## config.mk

```make
export PLATFORM = sky130hd
export DESIGN_NAME = draw_rectangle_stream
export DESIGN_NICKNAME = d
export VERILOG_FILES = /design/src/rtl/draw_pkg.sv /design/src/rtl/draw_rectangle_stream_raster_counter.sv /design/src/rtl/draw_rectangle_stream.sv
export SDC_FILE = /design/constraint.sdc
export NUM_CORES = 1
export LEC_CHECK = 0
export CORE_MARGIN = 2
export CORE_UTILIZATION = 60
export CTS_CLUSTER_DIAMETER = 200
export DETAILED_ROUTE_END_ITERATION = 8
export DONT_BUFFER_PORTS = 1
export PLACE_DENSITY = 0.88
export REMOVE_ABC_BUFFERS = 1
export SKIP_LAST_GASP = 1
export SLEW_MARGIN = 20
export SYNTH_ARGS = -nofsm -noshare
export SYNTH_HDL_FRONTEND = slang
export SYNTH_SLANG_ARGS = --single-unit
```

## constraint.sdc

```tcl
create_clock -name _clock -period 9.1 [get_ports _clock]
set_clock_uncertainty 0.1 [all_clocks]
set_input_delay 2.73 -clock _clock [delete_from_list [all_inputs] [get_ports _clock]]
set_output_delay 2.73 -clock _clock [all_outputs]
set_load 0.01 [all_outputs]
```

## src/rtl/draw_pkg.sv

```systemverilog
// ---------------------------------------------------------------------------
// draw_pkg -- shared definitions for the rectangle streaming block.
//   state_t        : controller states (IDLE / EMIT / DONE)
//   DEFAULT_WIDTH  : default coordinate/counter width
//   FILL_SOLID / FILL_OUTLINE : values of the 'fill' mode input
// ---------------------------------------------------------------------------
package draw_pkg;

  typedef enum logic [1:0] {
    IDLE = 2'd0,
    EMIT = 2'd1,
    DONE = 2'd2
  } state_t;

  localparam int DEFAULT_WIDTH = 32;

  localparam logic FILL_SOLID   = 1'b1;
  localparam logic FILL_OUTLINE = 1'b0;

endpackage : draw_pkg

```

## src/rtl/draw_rectangle_stream_raster_counter.sv

```systemverilog
// ---------------------------------------------------------------------------
// raster_counter -- cx/cy raster position of a rectangle walk.
//   _clock, _reset : clock, synchronous active-high reset
//   load           : restart the walk at (0,0)
//   advance        : step to the next position this cycle
//   outline        : skip interior pixels of interior rows
//   w_m1, h_m1     : width-1 / height-1 of the rectangle (both nonzero-size)
//   cx_adv, cy_adv : the position the walk moves to on 'advance'
//   last           : current position is the bottom-right corner
// ---------------------------------------------------------------------------
module raster_counter
  import draw_pkg::*;
#(
  parameter int WIDTH = DEFAULT_WIDTH
) (
  input  logic             _clock,
  input  logic             _reset,
  input  logic             load,
  input  logic             advance,
  input  logic             outline,
  input  logic [WIDTH-1:0] w_m1,
  input  logic [WIDTH-1:0] h_m1,
  output logic [WIDTH-1:0] cx_adv,
  output logic [WIDTH-1:0] cy_adv,
  output logic             last
);

  logic [WIDTH-1:0] cx;
  logic [WIDTH-1:0] cy;

  // NOTE: every output of a combinational block gets a default first, so no
  // path through the if/else leaves a value unassigned and infers a latch.
  always_comb begin
    cx_adv = cx + 1'b1;
    cy_adv = cy;
    last   = (cx == w_m1) && (cy == h_m1);
    if (cx == w_m1) begin
      cx_adv = '0;
      cy_adv = cy + 1'b1;
    end else if (outline && (cx == '0) && (cy != '0) && (cy < h_m1)) begin
      // Interior row of an outline: jump straight from the left edge to the
      // right edge. The cx==w_m1 test above has priority, so width 1 never
      // jumps and width 2 lands on cx=1 exactly as a plain step would.
      cx_adv = w_m1;
    end
  end

  // NOTE: sequential state is written only with non-blocking assignments so
  // every register samples the pre-edge values of its inputs.
  always_ff @(posedge _clock) begin
    if (_reset || load) begin
      cx <= '0;
      cy <= '0;
    end else if (advance) begin
      cx <= cx_adv;
      cy <= cy_adv;
    end
  end

endmodule : raster_counter

```

## src/rtl/draw_rectangle_stream.sv

```systemverilog
// ---------------------------------------------------------------------------
// draw_rectangle_stream -- streams the pixel coordinates of an axis-aligned
// rectangle in raster order over a valid/ready handshake.
//   _clock, _reset       : clock, synchronous active-high reset
//   _start               : one-cycle pulse, latches arguments, (re)starts
//   s_x, s_y             : top-left corner
//   width, height        : rectangle size in pixels (0 = nothing to draw)
//   fill                 : FILL_SOLID or FILL_OUTLINE, latched on _start
//   _ready               : downstream accepts the current pixel
//   _out0, _out1, _valid : pixel x / y and its valid flag
//   _busy, _done         : drawing in progress / drawing finished (level)
// Build option: define DRAW_RECTANGLE_STREAM_CLIP_EN to suppress pixels that
// fall outside SCREEN_W x SCREEN_H or whose coordinate sum overflowed.
// ---------------------------------------------------------------------------
module draw_rectangle_stream
  import draw_pkg::*;
#(
  parameter int WIDTH    = DEFAULT_WIDTH,
  parameter int SCREEN_W = 640,
  parameter int SCREEN_H = 480
) (
  input  logic             _clock,
  input  logic             _reset,
  input  logic             _start,
  input  logic [WIDTH-1:0] s_x,
  input  logic [WIDTH-1:0] s_y,
  input  logic [WIDTH-1:0] width,
  input  logic [WIDTH-1:0] height,
  input  logic             fill,
  input  logic             _ready,
  output logic [WIDTH-1:0] _out0,
  output logic [WIDTH-1:0] _out1,
  output logic             _valid,
  output logic             _busy,
  output logic             _done
);

  state_t           state;
  logic [WIDTH-1:0] x0;
  logic [WIDTH-1:0] y0;
  logic [WIDTH-1:0] w_m1;
  logic [WIDTH-1:0] h_m1;
  logic             fill_q;
  logic             clipped;    // current position is suppressed

  logic [WIDTH-1:0] cx_adv;
  logic [WIDTH-1:0] cy_adv;
  logic             last;
  logic             step;
  logic             clip_start;
  logic             clip_adv;

  // A suppressed position moves on without waiting for the consumer.
  assign step = (state == EMIT) && ((_valid && _ready) || clipped);

  raster_counter #(
    .WIDTH (WIDTH)
  ) u_raster (
    ._clock  (_clock),
    ._reset  (_reset),
    .load    (_start),
    .advance (step && !_start),
    .outline (fill_q == FILL_OUTLINE),
    .w_m1    (w_m1),
    .h_m1    (h_m1),
    .cx_adv  (cx_adv),
    .cy_adv  (cy_adv),
    .last    (last)
  );

`ifdef DRAW_RECTANGLE_STREAM_CLIP_EN
  localparam logic [WIDTH:0] CLIP_W = (WIDTH+1)'(SCREEN_W);
  localparam logic [WIDTH:0] CLIP_H = (WIDTH+1)'(SCREEN_H);

  logic [WIDTH:0] sum_x;
  logic [WIDTH:0] sum_y;

  // One extra bit catches a coordinate that wrapped past 2^WIDTH.
  always_comb begin
    sum_x      = {1'b0, x0} + {1'b0, cx_adv};
    sum_y      = {1'b0, y0} + {1'b0, cy_adv};
    clip_adv   = sum_x[WIDTH] || sum_y[WIDTH] || (sum_x >= CLIP_W) || (sum_y >= CLIP_H);
    clip_start = ({1'b0, s_x} >= CLIP_W) || ({1'b0, s_y} >= CLIP_H);
  end
`else
  assign clip_adv   = 1'b0;
  assign clip_start = 1'b0;
`endif

  always_ff @(posedge _clock) begin
    if (_reset) begin
      state   <= IDLE;
      x0      <= '0;
      y0      <= '0;
      w_m1    <= '0;
      h_m1    <= '0;
      fill_q  <= FILL_OUTLINE;
      clipped <= 1'b0;
      _out0   <= '0;
      _out1   <= '0;
      _valid  <= 1'b0;
      _busy   <= 1'b0;
      _done   <= 1'b0;
    end else if (_start) begin
      // Restart from any state; whatever pixel was on offer is dropped.
      x0     <= s_x;
      y0     <= s_y;
      fill_q <= fill;
      w_m1   <= (width  != '0) ? width  - 1'b1 : '0;
      h_m1   <= (height != '0) ? height - 1'b1 : '0;
      _out0  <= s_x;
      _out1  <= s_y;
      if ((width == '0) || (height == '0)) begin
        state   <= DONE;
        clipped <= 1'b0;
        _valid  <= 1'b0;
        _busy   <= 1'b0;
        _done   <= 1'b1;
      end else begin
        state   <= EMIT;
        clipped <= clip_start;
        _valid  <= !clip_start;
        _busy   <= 1'b1;
        _done   <= 1'b0;
      end
    end else begin
      case (state)
        EMIT: begin
          if (step) begin
            if (last) begin
              state   <= DONE;
              clipped <= 1'b0;
              _valid  <= 1'b0;
              _busy   <= 1'b0;
              _done   <= 1'b1;
            end else begin
              _out0   <= x0 + cx_adv;
              _out1   <= y0 + cy_adv;
              clipped <= clip_adv;
              _valid  <= !clip_adv;
            end
          end
        end
        default: ;  // IDLE and DONE hold until _start
      endcase
    end
  end

endmodule : draw_rectangle_stream
```

# Word level (Yosys, flattened, before mapping)
# Cells that the tools add are included.
[op_classes]
reduce_logical = 22
add_sub_neg = 6
magnitude_cmp = 1
n_mux = 32
n_bitwise = 1
eq_ne = 4
[ops]
columns = ["cell", "n"]
rows = [
  ["two-way mux 32 bit", 13],
  ["zero test 32 bit", 3],
  ["nonzero test 32 bit", 3],
  ["adder 32 x 1 -> 32 bit, second input constant", 2],
  ["adder 32 bit", 2],
  ["equality test 32 bit", 2],
  ["subtractor 32 x 1 -> 32 bit, second input constant", 2],
  ["less-than comparator 32 bit", 1],
  ["two-way mux 1 bit", 14],
  ["two-way mux 2 bit", 5],
  ["logical AND 1 bit", 7],
  ["AND reduction 3 bit", 2],
  ["nonzero test 2 bit", 3],
  ["equality test 2 x 1 -> 1 bit, second input constant", 1],
  ["logical OR 1 bit", 2],
  ["inequality test 2 bit, second input constant", 1],
  ["AND reduction 2 bit", 1],
  ["zero test 1 bit", 1],
  ["inverter 1 bit", 1],
]
[word_totals]
wordCells = 79
ff_bits = 262
input_bits = 133
output_inout_bits = 67

# Longest topological paths before layout
# Gate-level depths: netlist of the first run.
[depth]
ltp_word = 11
depth_mapped = 24
mapped_depth_nobuf = 22

# By module
# Synthesis of the first run repeated with hierarchy kept, for this count alone.
[unflattened]
cells_unflattened = 2294
area_unflattened_um2 = 17653.2
[modules_own_cells]
columns = ["module", "seq_area_each_um2", "cells_each", "n_inst", "area_each_um2"]
rows = [
  ["draw_rectangle_stream", 3923.8, 1495, 1, 11813.8],
  ["raster_counter", 1281.2, 799, 1, 5839.4],
]

# Least setup slack after synthesis of the first run
# No wires, ideal clock.
[synth_timing]
kind = "input -> register"
startpoint = "input port height[9]"
endpoint = "register h_m1[10]"
stages = 10
arrival_time_ps = 5191
setup_time_ps = 128
n_path_buf = 3
path_slack_ps = 3680
required_time_ps = 8872
path_cell_list = "or3_1 > or3_1 > or4_1 > or2_2 > clkbuf_1 > nor3_1 > or3_1 > clkbuf_1 > buf_2 > o22ai_1"
[synth_between]
elab_chain_len = 2
elab_cells_between_ends = 3
cone_classes = "add/sub (1); mux (1); reduce/logical (1)"
[synth_lines]
columns = ["element", "line", "rtl"]
rows = [
  ["start: declaration", "draw_rectangle_stream.sv:28", "input logic [WIDTH-1:0] height,"],
  ["subtractor 32 x 1 -> 32 bit / nonzero test 32 bit (equally long branches)", "draw_rectangle_stream.sv:110", "h_m1 <= (height != '0) ? height - 1'b1 : '0;"],
  ["two-way mux 32 bit *", "draw_rectangle_stream.sv:110", ""],
  ["end signal: assignment", "draw_rectangle_stream.sv:110", ""],
  ["end: declaration", "draw_rectangle_stream.sv:42", "logic [WIDTH-1:0] h_m1;"],
]
# Every way passes the cells marked *; elsewhere a longest branch is shown, timed or not.
# A chain may end at the register's enable or synchronous reset.

# Worst setup path in the final report of the first run
[layout_timing]
startpoint = "register u_raster.cx[15]"
endpoint = "register _out0[31]"
[layout_between]
elab_chain_len = 11
elab_cells_between_ends = 16
cone_classes = "add/sub (2); eq/ne (2); mux (6); reduce/logical (6)"
[layout_lines]
columns = ["element", "line", "rtl"]
rows = [
  ["start: declaration", "draw_rectangle_stream_raster_counter.sv:28", "logic [WIDTH-1:0] cx;"],
  ["start signal: assignment", "draw_rectangle_stream_raster_counter.sv:55", "cx <= cx_adv;"],
  ["zero test 32 bit", "draw_rectangle_stream_raster_counter.sv:40", "end else if (outline && (cx == '0) && (cy != '0) && (cy < h_m1)) begin"],
  ["logical AND 1 bit (3 in a row)", "draw_rectangle_stream_raster_counter.sv:40", ""],
  ["two-way mux 32 bit", "draw_rectangle_stream_raster_counter.sv:40", ""],
  ["two-way mux 32 bit *", "draw_rectangle_stream_raster_counter.sv:37", "if (cx == w_m1) begin"],
  ["net cx_adv[1]", "draw_rectangle_stream.sv:46", "logic [WIDTH-1:0] cx_adv;"],
  ["adder 32 bit *", "draw_rectangle_stream.sv:137", "_out0 <= x0 + cx_adv;"],
  ["two-way mux 32 bit *", "draw_rectangle_stream.sv:130", "if (last) begin"],
  ["two-way mux 32 bit *", "draw_rectangle_stream.sv:129", "if (step) begin"],
  ["two-way mux 32 bit *", "draw_rectangle_stream.sv:127", "case (state)"],
  ["two-way mux 32 bit *", "draw_rectangle_stream.sv:104", "end else if (_start) begin"],
  ["end signal: assignment", "draw_rectangle_stream.sv:137", ""],
  ["end: declaration", "draw_rectangle_stream.sv:31", "output logic [WIDTH-1:0] _out0,"],
]
# Mark *: on every way through the listed nets, which the timed path passes. The rest lies on a longest branch. The select of a mux whose other input is x is not followed.

==> flow_summary.toml, run 1 <==
[outcome]
status = "completed"

[synthesis]
netlist-cell-type-count = 71
synthCells = 2064
synth-seq-area-share_pct = 31.9
ys_seq_elements = 260
syn_avg_cell_area_sq_um = 7.90
synth-async-reset-ratio_pct = 0
yosys_warnings = 0
netlist_area_sq_um = 16300
synth-edff-count = 0
synth_ff_type = "dfxtp_1"

[power]
netSwitchingPower_uw = 674
swShare_pct = 25.4
ir_worst_vdd_mv = 0.125
pwr-share-seq_pct = 46.8
leakage_nw = 6.93
p_per_area_nw_per_um2 = 153
power.internal_mw = 1.98
clockPowerShare_pct = 45.0
pwr-share-comb_pct = 8.2

[placed_design]
place.gp.congestion = 1.01
port_buffers = 0
placed_area_sq_um = 16400
hpwl_mm = 33.2

[clock_tree]
cts_buffers = 29
cts.sinks = 260
cts_root_buf = "clkbuf_16"
clock_path_buffers = 3
clk_latency_ps = 570
cts_tree = "yes"
post_cts_resized = 0
path_clk_slew_ps = 60
htree_levels = 1
ctsHoldBuffers = 0
post_cts_buffers = 0

[routing]
drt-pass1-iter-count = 6
viasPerCell = 6.38
drcViolationCount = 0
drt_first_iter_violations = 1364
wl_mm = 46.2
ant_nets = 0
via_count = 15000
wire_per_inst_um = 19.7

[setup_path]
r2r-start = "u_raster.cx[15]"
cpMostUsedCell = "or4_4"
endpoint_kind = "register"
crit_chain = "or4_4 -> a2111oi_2 -> o21ai_1 -> or4_4 -> a2111oi_4 -> buf_4 -> mux2i_1 -> or2_2 -> inv_1 -> ha_1 -> a211oi_1 -> nor2_1 -> o31ai_1 -> o21ai_0 -> a41oi_1 -> o221ai_1 -> a311o_1 -> a211o_1 -> o211ai_1"
r2r-end = "_out0[31]"
r2r_slack_ps = 2390
worstRegToRegCells = 19
start_kind = "register"
worstPathRequired_ps = 9480
worstPathMaxFanout = 39
worst_path_max_delay_cell = "o31ai_1"
crit_type = "register to register"
slowest_delay_ps = 750
crit_arrival_ps = 7090

[grt]
grt_max_degree = 118
grt_pass1_wl_mm = 73.2
grt_pass1_vias = 14300
grtUsageTotal_pct = 31.4
antenna_found_initial = 0
grt_remaining_overflow = 0

[layout]
final_cell_area_sq_um = 17300
post-route-util_pct = 64.6
syn_to_final_growth_pct = 6.32
final_common_cell = "dfxtp_1"
antenna_cells = 0
drive_above_1_share_pct = 4.24
mostFrequentLayoutCells = "260 x dfxtp_1, 232 x nor2_1, 226 x nand2_1"
layout.nets = 2219

[min_path]
hold_end = "y0[2]"
min_path_cells = 2
hp-start = "y0[2]"
min_path_type = "register to register"

[die]
row_count = 60
core_region_area_sq_um = 26800
die_h_um = 169
start_util_pct = 60.8
ios = 200
die_x_um = 169
dieArea_sq_um = 28500

[sta]
setup_viol = 0
fin_hold_ws_ps = 369
hold_violations = 0
slew_viol_final = 0
fmax_mhz = 149
fin_crit_sh_pct = 73.8
rsz0062_at_grt = "false"
tns_ps = 0
period_minus_slack_ps = 6710
maxSlewHeadroom_pct = 34.3
worst_slew_pin_slew_ps = 982

[flow_run]
maxCapViolCount = 0
flip-flops by register name (all words and copies together), names as in the netlist:
register / count
fill_q: 1
h_m1: 32
_valid: 1
_out1: 32
y0: 32
w_m1: 32
state: 1
x0: 32
_done: 1
u_raster.cx: 32
u_raster.cy: 32
_out0: 32
per-layer routing:
layer	routed length, um	track usage, %
met5	0	0
met3	3580	5.28
met2	21900	54.3
met1	18700	38.7
met4	2020	13.5
area by class of cell:
class / count / area (sq um)
Inverter: 63 / 236
Fill cell: 2211 / 9470
Multi-Input combinational cell: 1618 / 10400
Clock buffer: 37 / 816
Sequential cell: 260 / 5200
Clock inverter: 17 / 155
Timing Repair Buffer: 12 / 90.1
Tap cell: 341 / 427
kinds of logic after synthesis:
logic type	Yosys count	synth area share (%)
flip-flops	260	31.9
adder cells (fa/ha/maj)	102	7.92
AND/OR/NAND/NOR	732	20.7
buffers and inverters	186	4.38
AO/OA/AOI/OAI	509	19.8
XOR/XNOR	216	11.6
multiplexers	59	3.63
synthesized netlist by cell type, types with 57 or more instances:
library cell	instances	area share (%)
clkbuf_1	105	2.4
nor2_1	233	5.4
o21ai_0	134	4.1
xor2_1	70	3.8
ha_1	100	7.7
xnor2_1	146	7.8
dfxtp_1	260	32
nand3_1	57	1.8
mux2i_1	58	3.6
a21oi_1	139	4.3
nand2_1	227	5.2
inv_1	63	1.5
worst max path at each step:
stage,cells past startpoint,slack [ps],start,end
after global placement,19,2780,u_raster.cx[15],_out0[31]
after floorplan,5,2160,_start,u_raster.cx[10]
final,19,2390,u_raster.cx[15],_out0[31]
after detailed placement,19,2630,u_raster.cx[15],_out0[31]
after global routing,19,2080,u_raster.cx[15],_out0[31]
after CTS,19,2570,u_raster.cx[15],_out0[31]
power groups by stage:
stage / Clock, mW / Combinational [mW] / Sequential [mW]
after floorplan: 0 / 0.166 / 1.25
after global placement: 0 / 0.206 / 1.26
after detailed placement: 0 / 0.214 / 1.26
after CTS: 1.20 / 0.217 / 1.24
after global routing: 1.25 / 0.243 / 1.24
final: 1.19 / 0.219 / 1.24
stage by stage:
step	worst slack, ps	power, mW	instances
final	2390	2.65	2348
after global placement	2780	1.47	2294
after floorplan	2160	1.42	1941
after CTS	2570	2.66	2348
after global routing	2080	2.74	2348
after detailed placement	2630	1.48	2294
worst max-delay path, delay by kind of cell (launching register included):
kind                       cells  cell delay [ps]
AOI/OAI and AO/OA             11             3700
and+or+nand+nor                4             1510
buffers and inverters          2              500
DFF                            1              410
adders and majority gates      1              230
muxes                          1              150
(Power assumes the default switching activity.)
==> run 2: changes to the inputs <==
==> constraint.sdc (replaced) <==
create_clock -name _clock -period 6.5 [get_ports _clock]
set_clock_uncertainty 0.1 [all_clocks]
set_input_delay 1.95 -clock _clock [delete_from_list [all_inputs] [get_ports _clock]]
set_output_delay 1.95 -clock _clock [all_outputs]
set_load 0.01 [all_outputs]
==> run 2 against run 1 <==
Against the previous run: combinational power up 40%; die area unchanged; critical path depth down 1; sequential share of layout area up 0.21 points; clock-buffer cell count up 2; routed wire length up 0.94%; register-to-register slack worse by 2000 ps; maximum frequency up 10%.
==> flow_summary.toml, run 2 (same netlist as run 1, synthesis figures left out) <==
[setup_path]
crit_type = "register to register"
crit_start = "u_raster.cx[15]"
critPathBufInv = 1
start_kind = "register"
path_delay_family = "compound AO/OA/AOI/OAI gates"
r2r-start = "u_raster.cx[15]"
worstPathRequired_ps = 6850
crit_chain = "or4_4 -> a2111oi_2 -> o21ai_1 -> or4_4 -> a2111oi_4 -> buf_4 -> nand2_1 -> a21oi_1 -> ha_1 -> o21a_1 -> o31a_1 -> o21ai_0 -> a21oi_1 -> a2111oi_0 -> o21bai_1 -> a22oi_1 -> mux2_2 -> a211oi_1"
worstPathMaxFanout = 35
endpoint_kind = "register"
worst_path_max_delay_cell = "a2111oi_0"
slowest_delay_ps = 730
crit_arrival_ps = 6450

[layout]
fillers = 2280
antenna_cells = 0
mostFrequentLayoutCells = "260 x dfxtp_1, 232 x nor2_1, 226 x nand2_1"
instances_no_fill = 2345
syn_to_final_growth_pct = 5.58
layout.nets = 2221
final_cell_area_sq_um = 17200
seq_area_sq_um = 5200
drive_above_1_share_pct = 3.69
multi_input_area_sq_um = 10400
final_common_cell = "dfxtp_1"

[grt]
grt_pass1_vias = 14400
grt_remaining_overflow = 0
grt_pass1_wl_mm = 73.8
grt_max_degree = 118
antenna_found_initial = 0
grtUsageTotal_pct = 31.7

[routing]
viasPerCell = 6.37
ant_nets = 0
drt_first_iter_violations = 1354
wl_mm = 46.6
wire_per_inst_um = 19.9
drt-pass1-iter-count = 7
drcViolationCount = 0
via_count = 14900

[power]
ir_worst_vdd_mv = 0.210
leakage_nw = 6.87
p_per_area_nw_per_um2 = 206

[die]
start_util_pct = 60.8
die_h_um = 169
row_count = 60
die_x_um = 169
core_region_area_sq_um = 26800
ios = 200
dieArea_sq_um = 28500

[clock_tree]
ctsHoldBuffers = 0
post_cts_resized = 0
clock_path_buffers = 3
clk_latency_ps = 560
cts_buffers = 27
htree_levels = 1
post_cts_buffers = 0
path_clk_slew_ps = 70
cts_root_buf = "clkbuf_16"
cts_tree = "yes"
cts.sinks = 260

[min_path]
min_path_type = "register to register"
hp-start = "h_m1[0]"

[sta]
rsz0062_at_grt = "false"
fmax_mhz = 164
slew_viol_final = 0
period_minus_slack_ps = 6110
maxSlewHeadroom_pct = 40.3
fin_hold_ws_ps = 377
setup_viol = 0
fin_ws_ps = 395
worst_slew_pin_slew_ps = 892
hold_violations = 0
tns_ps = 0
fin_crit_sh_pct = 93.9

[placed_design]
hpwl_mm = 33.5
place.gp.congestion = 1.02
placed_cells = 2298
place_ws_ps = 557
placed_area_sq_um = 16400
port_buffers = 0

[outcome]
status = "completed"

[flow_run]
maxCapViolCount = 0
[run 2: worst reg2reg max path, stage by stage, from the launching register on]
cell	delay [ps]
dfxtp_1	410
or4_4	560
a2111oi_2	330
o21ai_1	110
or4_4	540
a2111oi_4	400
buf_4	470
nand2_1	140
a21oi_1	170
ha_1	290
o21a_1	120
o31a_1	110
o21ai_0	280
a21oi_1	210
a2111oi_0	730
o21bai_1	200
a22oi_1	230
mux2_2	360
a211oi_1	250
[run 2: area by class of cell]
type                    instances  area share (%)
clock inverters                 8           0.414
repair buffers                 16           0.698
multi-input cells            1618            60.4
flip-flops and latches        260            30.3
clock buffers                  39            4.36
inverters                      63            1.37
well taps                     341            2.48
[run 2: final timing paths]
check | endpoint | cells past startpoint | slack [ps]
setup / recovery | _out0[20] | 18 | 390
hold / removal | h_m1[0] | 2 | 380
setup reg to reg | _out0[20] | 18 | 390
hold reg to reg | h_m1[0] | 2 | 380
[run 2: per-layer routing]
| metal | wire length, um | track usage (%) | part of all wire [%] |
|---|---|---|---|
| met2 | 22200 | 54.9 | 48 |
| met5 | 0 | 0 | 0 |
| met3 | 3500 | 5.35 | 7.5 |
| met4 | 1890 | 12.0 | 4.1 |
| met1 | 19000 | 39.4 | 41 |
[run 2: per-stage QoR]
step	total power [mW]	util [%]
CTS	3.54	64.2
detailed placement	2.07	61.1
floorplan	1.98	-
finish	3.54	64.2
global placement	2.06	61.1
global route	3.66	64.2
[run 2: power by group]
group          internal, mW  switching, mW  total, mW
clock                 0.837          0.655       1.49
combinational         0.132          0.174      0.306
sequential             1.67         0.0703       1.74
total                  2.64          0.900       3.54
==> run 3: changes to the inputs <==
--- a/config.mk
+++ b/config.mk
@@ -6,11 +6,11 @@
 export NUM_CORES = 1
 export LEC_CHECK = 0
 export CORE_MARGIN = 2
-export CORE_UTILIZATION = 60
+export CORE_UTILIZATION = 35
 export CTS_CLUSTER_DIAMETER = 200
 export DETAILED_ROUTE_END_ITERATION = 8
 export DONT_BUFFER_PORTS = 1
-export PLACE_DENSITY = 0.88
+export PLACE_DENSITY = 0.61
 export REMOVE_ABC_BUFFERS = 1
 export SKIP_LAST_GASP = 1
 export SLEW_MARGIN = 20
==> run 3 against run 2 <==
Against the previous run: power rose by 8.3%; clock power rose by 20%; critical path type unchanged; non-clock buffer count rose by 3; highest routed layer unchanged; worst setup slack got worse by 120 ps.
==> flow_summary.toml, run 3 (same netlist as run 1, synthesis figures left out) <==
[outcome]
status = "completed"

[clock_tree]
path_clk_slew_ps = 60
clk_latency_ps = 590
htree_levels = 1
cts_tree = "yes"
cts.sinks = 260
cts_buffers = 31
cts_root_buf = "clkbuf_16"
clock_path_buffers = 3

[grt]
antenna_found_initial = 1
grt_max_degree = 118
grt_pass1_wl_mm = 78.9
grtUsageTotal_pct = 20.7
grt_remaining_overflow = 0
grt_pass1_vias = 14300

[die]
start_util_pct = 35.2
row_count = 79
die_x_um = 220
dieArea_sq_um = 48300
ios = 200
die_h_um = 220
core_region_area_sq_um = 46300

[placed_design]
placed_cells = 2567
placed_area_sq_um = 16700
place_ws_ps = 333
place.gp.congestion = 0.938
port_buffers = 0
hpwl_mm = 37.7

[sta]
setup_viol = 0
rsz0062_at_grt = "false"
hold_violations = 0
maxSlewHeadroom_pct = 29.1
fin_ws_ps = 279
period_minus_slack_ps = 6220
slew_viol_final = 0
fmax_mhz = 161
tns_ps = 0
fin_crit_sh_pct = 95.7
fin_hold_ws_ps = 370
worst_slew_pin_slew_ps = 1060

[layout]
instances_no_fill = 2621
final_cell_area_sq_um = 17800
syn_to_final_growth_pct = 9.09
drive_above_1_share_pct = 4.52
mostFrequentLayoutCells = "260 x dfxtp_1, 230 x nor2_1, 226 x nand2_1"
multi_input_area_sq_um = 10400
antenna_cells = 0
layout.nets = 2228
fillers = 4745
seq_area_sq_um = 5200
post-route-util_pct = 38.4
final_common_cell = "dfxtp_1"

[setup_path]
crit_type = "register to register"
crit_arrival_ps = 6620
worstPathMaxFanout = 10
endpoint_kind = "register"
slowest_delay_ps = 590
worst_path_max_delay_cell = "o21ai_0"
crit_chain = "or4_4 -> a2111oi_2 -> o21ai_1 -> or4_4 -> a2111oi_4 -> buf_4 -> nand2_1 -> a21oi_1 -> ha_1 -> o21a_1 -> o21ai_0 -> a31oi_1 -> a2111oi_0 -> buf_4 -> o21bai_1 -> a22oi_1 -> mux2_2 -> a211oi_1"
worstPathRequired_ps = 6890
start_kind = "register"

[routing]
drt_first_iter_violations = 922
drt-pass1-iter-count = 5
ant_nets = 0
drcViolationCount = 0
wl_mm = 51.3
wire_per_inst_um = 19.6
via_count = 14600
viasPerCell = 5.56

[power]
ir_worst_vdd_mv = 0.184
leakage_nw = 6.99
pwr-share-seq_pct = 45.5
netSwitchingPower_uw = 962
p_total_mw = 3.83
power.internal_mw = 2.87
pwr-share-comb_pct = 7.9
p_per_area_nw_per_um2 = 216
swShare_pct = 25.1
clockPowerShare_pct = 46.6

[flow_run]
maxCapViolCount = 0

[min_path]
min_path_type = "register to register"
## run 3: changes by cell type in the layout (fill, tap and decap cells not counted), moves of 2 or more
cell,change
bufinv_16,+3
clkinv_2,+2
buf_4,+3
clkbuf_16,+4
nor2_2,+2
nor2_1,-2
clkbuf_1,-3
## run 3: final timing paths
check	endpoint	depth (start not counted)	from	slack, ps
worst min register to register	h_m1[0]	2	h_m1[0]	370
worst min-delay path	h_m1[0]	2	h_m1[0]	370
worst max register to register	_out0[20]	18	u_raster.cx[15]	280
worst max-delay path	_out0[20]	18	u_raster.cx[15]	280
## run 3: cell type report
class	instances	area share, %
multi-input cells	1618	58.6
flip-flops and latches	260	29.3
clock buffers	41	4.80
well taps	607	4.27
inverters	63	1.33
clock inverters	13	0.964
repair buffers	19	0.802
## run 3: critical path, delay by kind of cell (launching register included)
kind,cells,cell delay [ps]
flops,1,420
fa+ha+maj,1,310
compound gates,11,3280
simple gates,3,1190
mux,1,350
buf+inv,2,480
## run 3: power groups by stage
stage                     sequential (mW)  clock (mW)  combinational, mW
after CTS                            1.74        1.83              0.304
after detailed placement             1.78           0              0.302
after floorplan                      1.75           0              0.232
final                                1.74        1.79              0.303
after global routing                 1.75        1.88              0.342
after global placement               1.78           0              0.295
## run 3: timing repair
item / in CTS / in global routing
buffers inserted: 0 / 0
hold buffers: 0 / 0
setup endpoints to repair: 0 / 2
resized for setup: 0 / 1
## run 3: layer usage
| layer | up-vias | routed length, um | global-route usage, % |
|---|---|---|---|
| met5 | - | 0 | 0 |
| met4 | 0 | 1770 | 6.89 |
| met3 | 88 | 3260 | 4.53 |
| met2 | 369 | 24400 | 35.6 |
| met1 | 6917 | 21900 | 25.6 |
| li1 | 7188 | - | - |
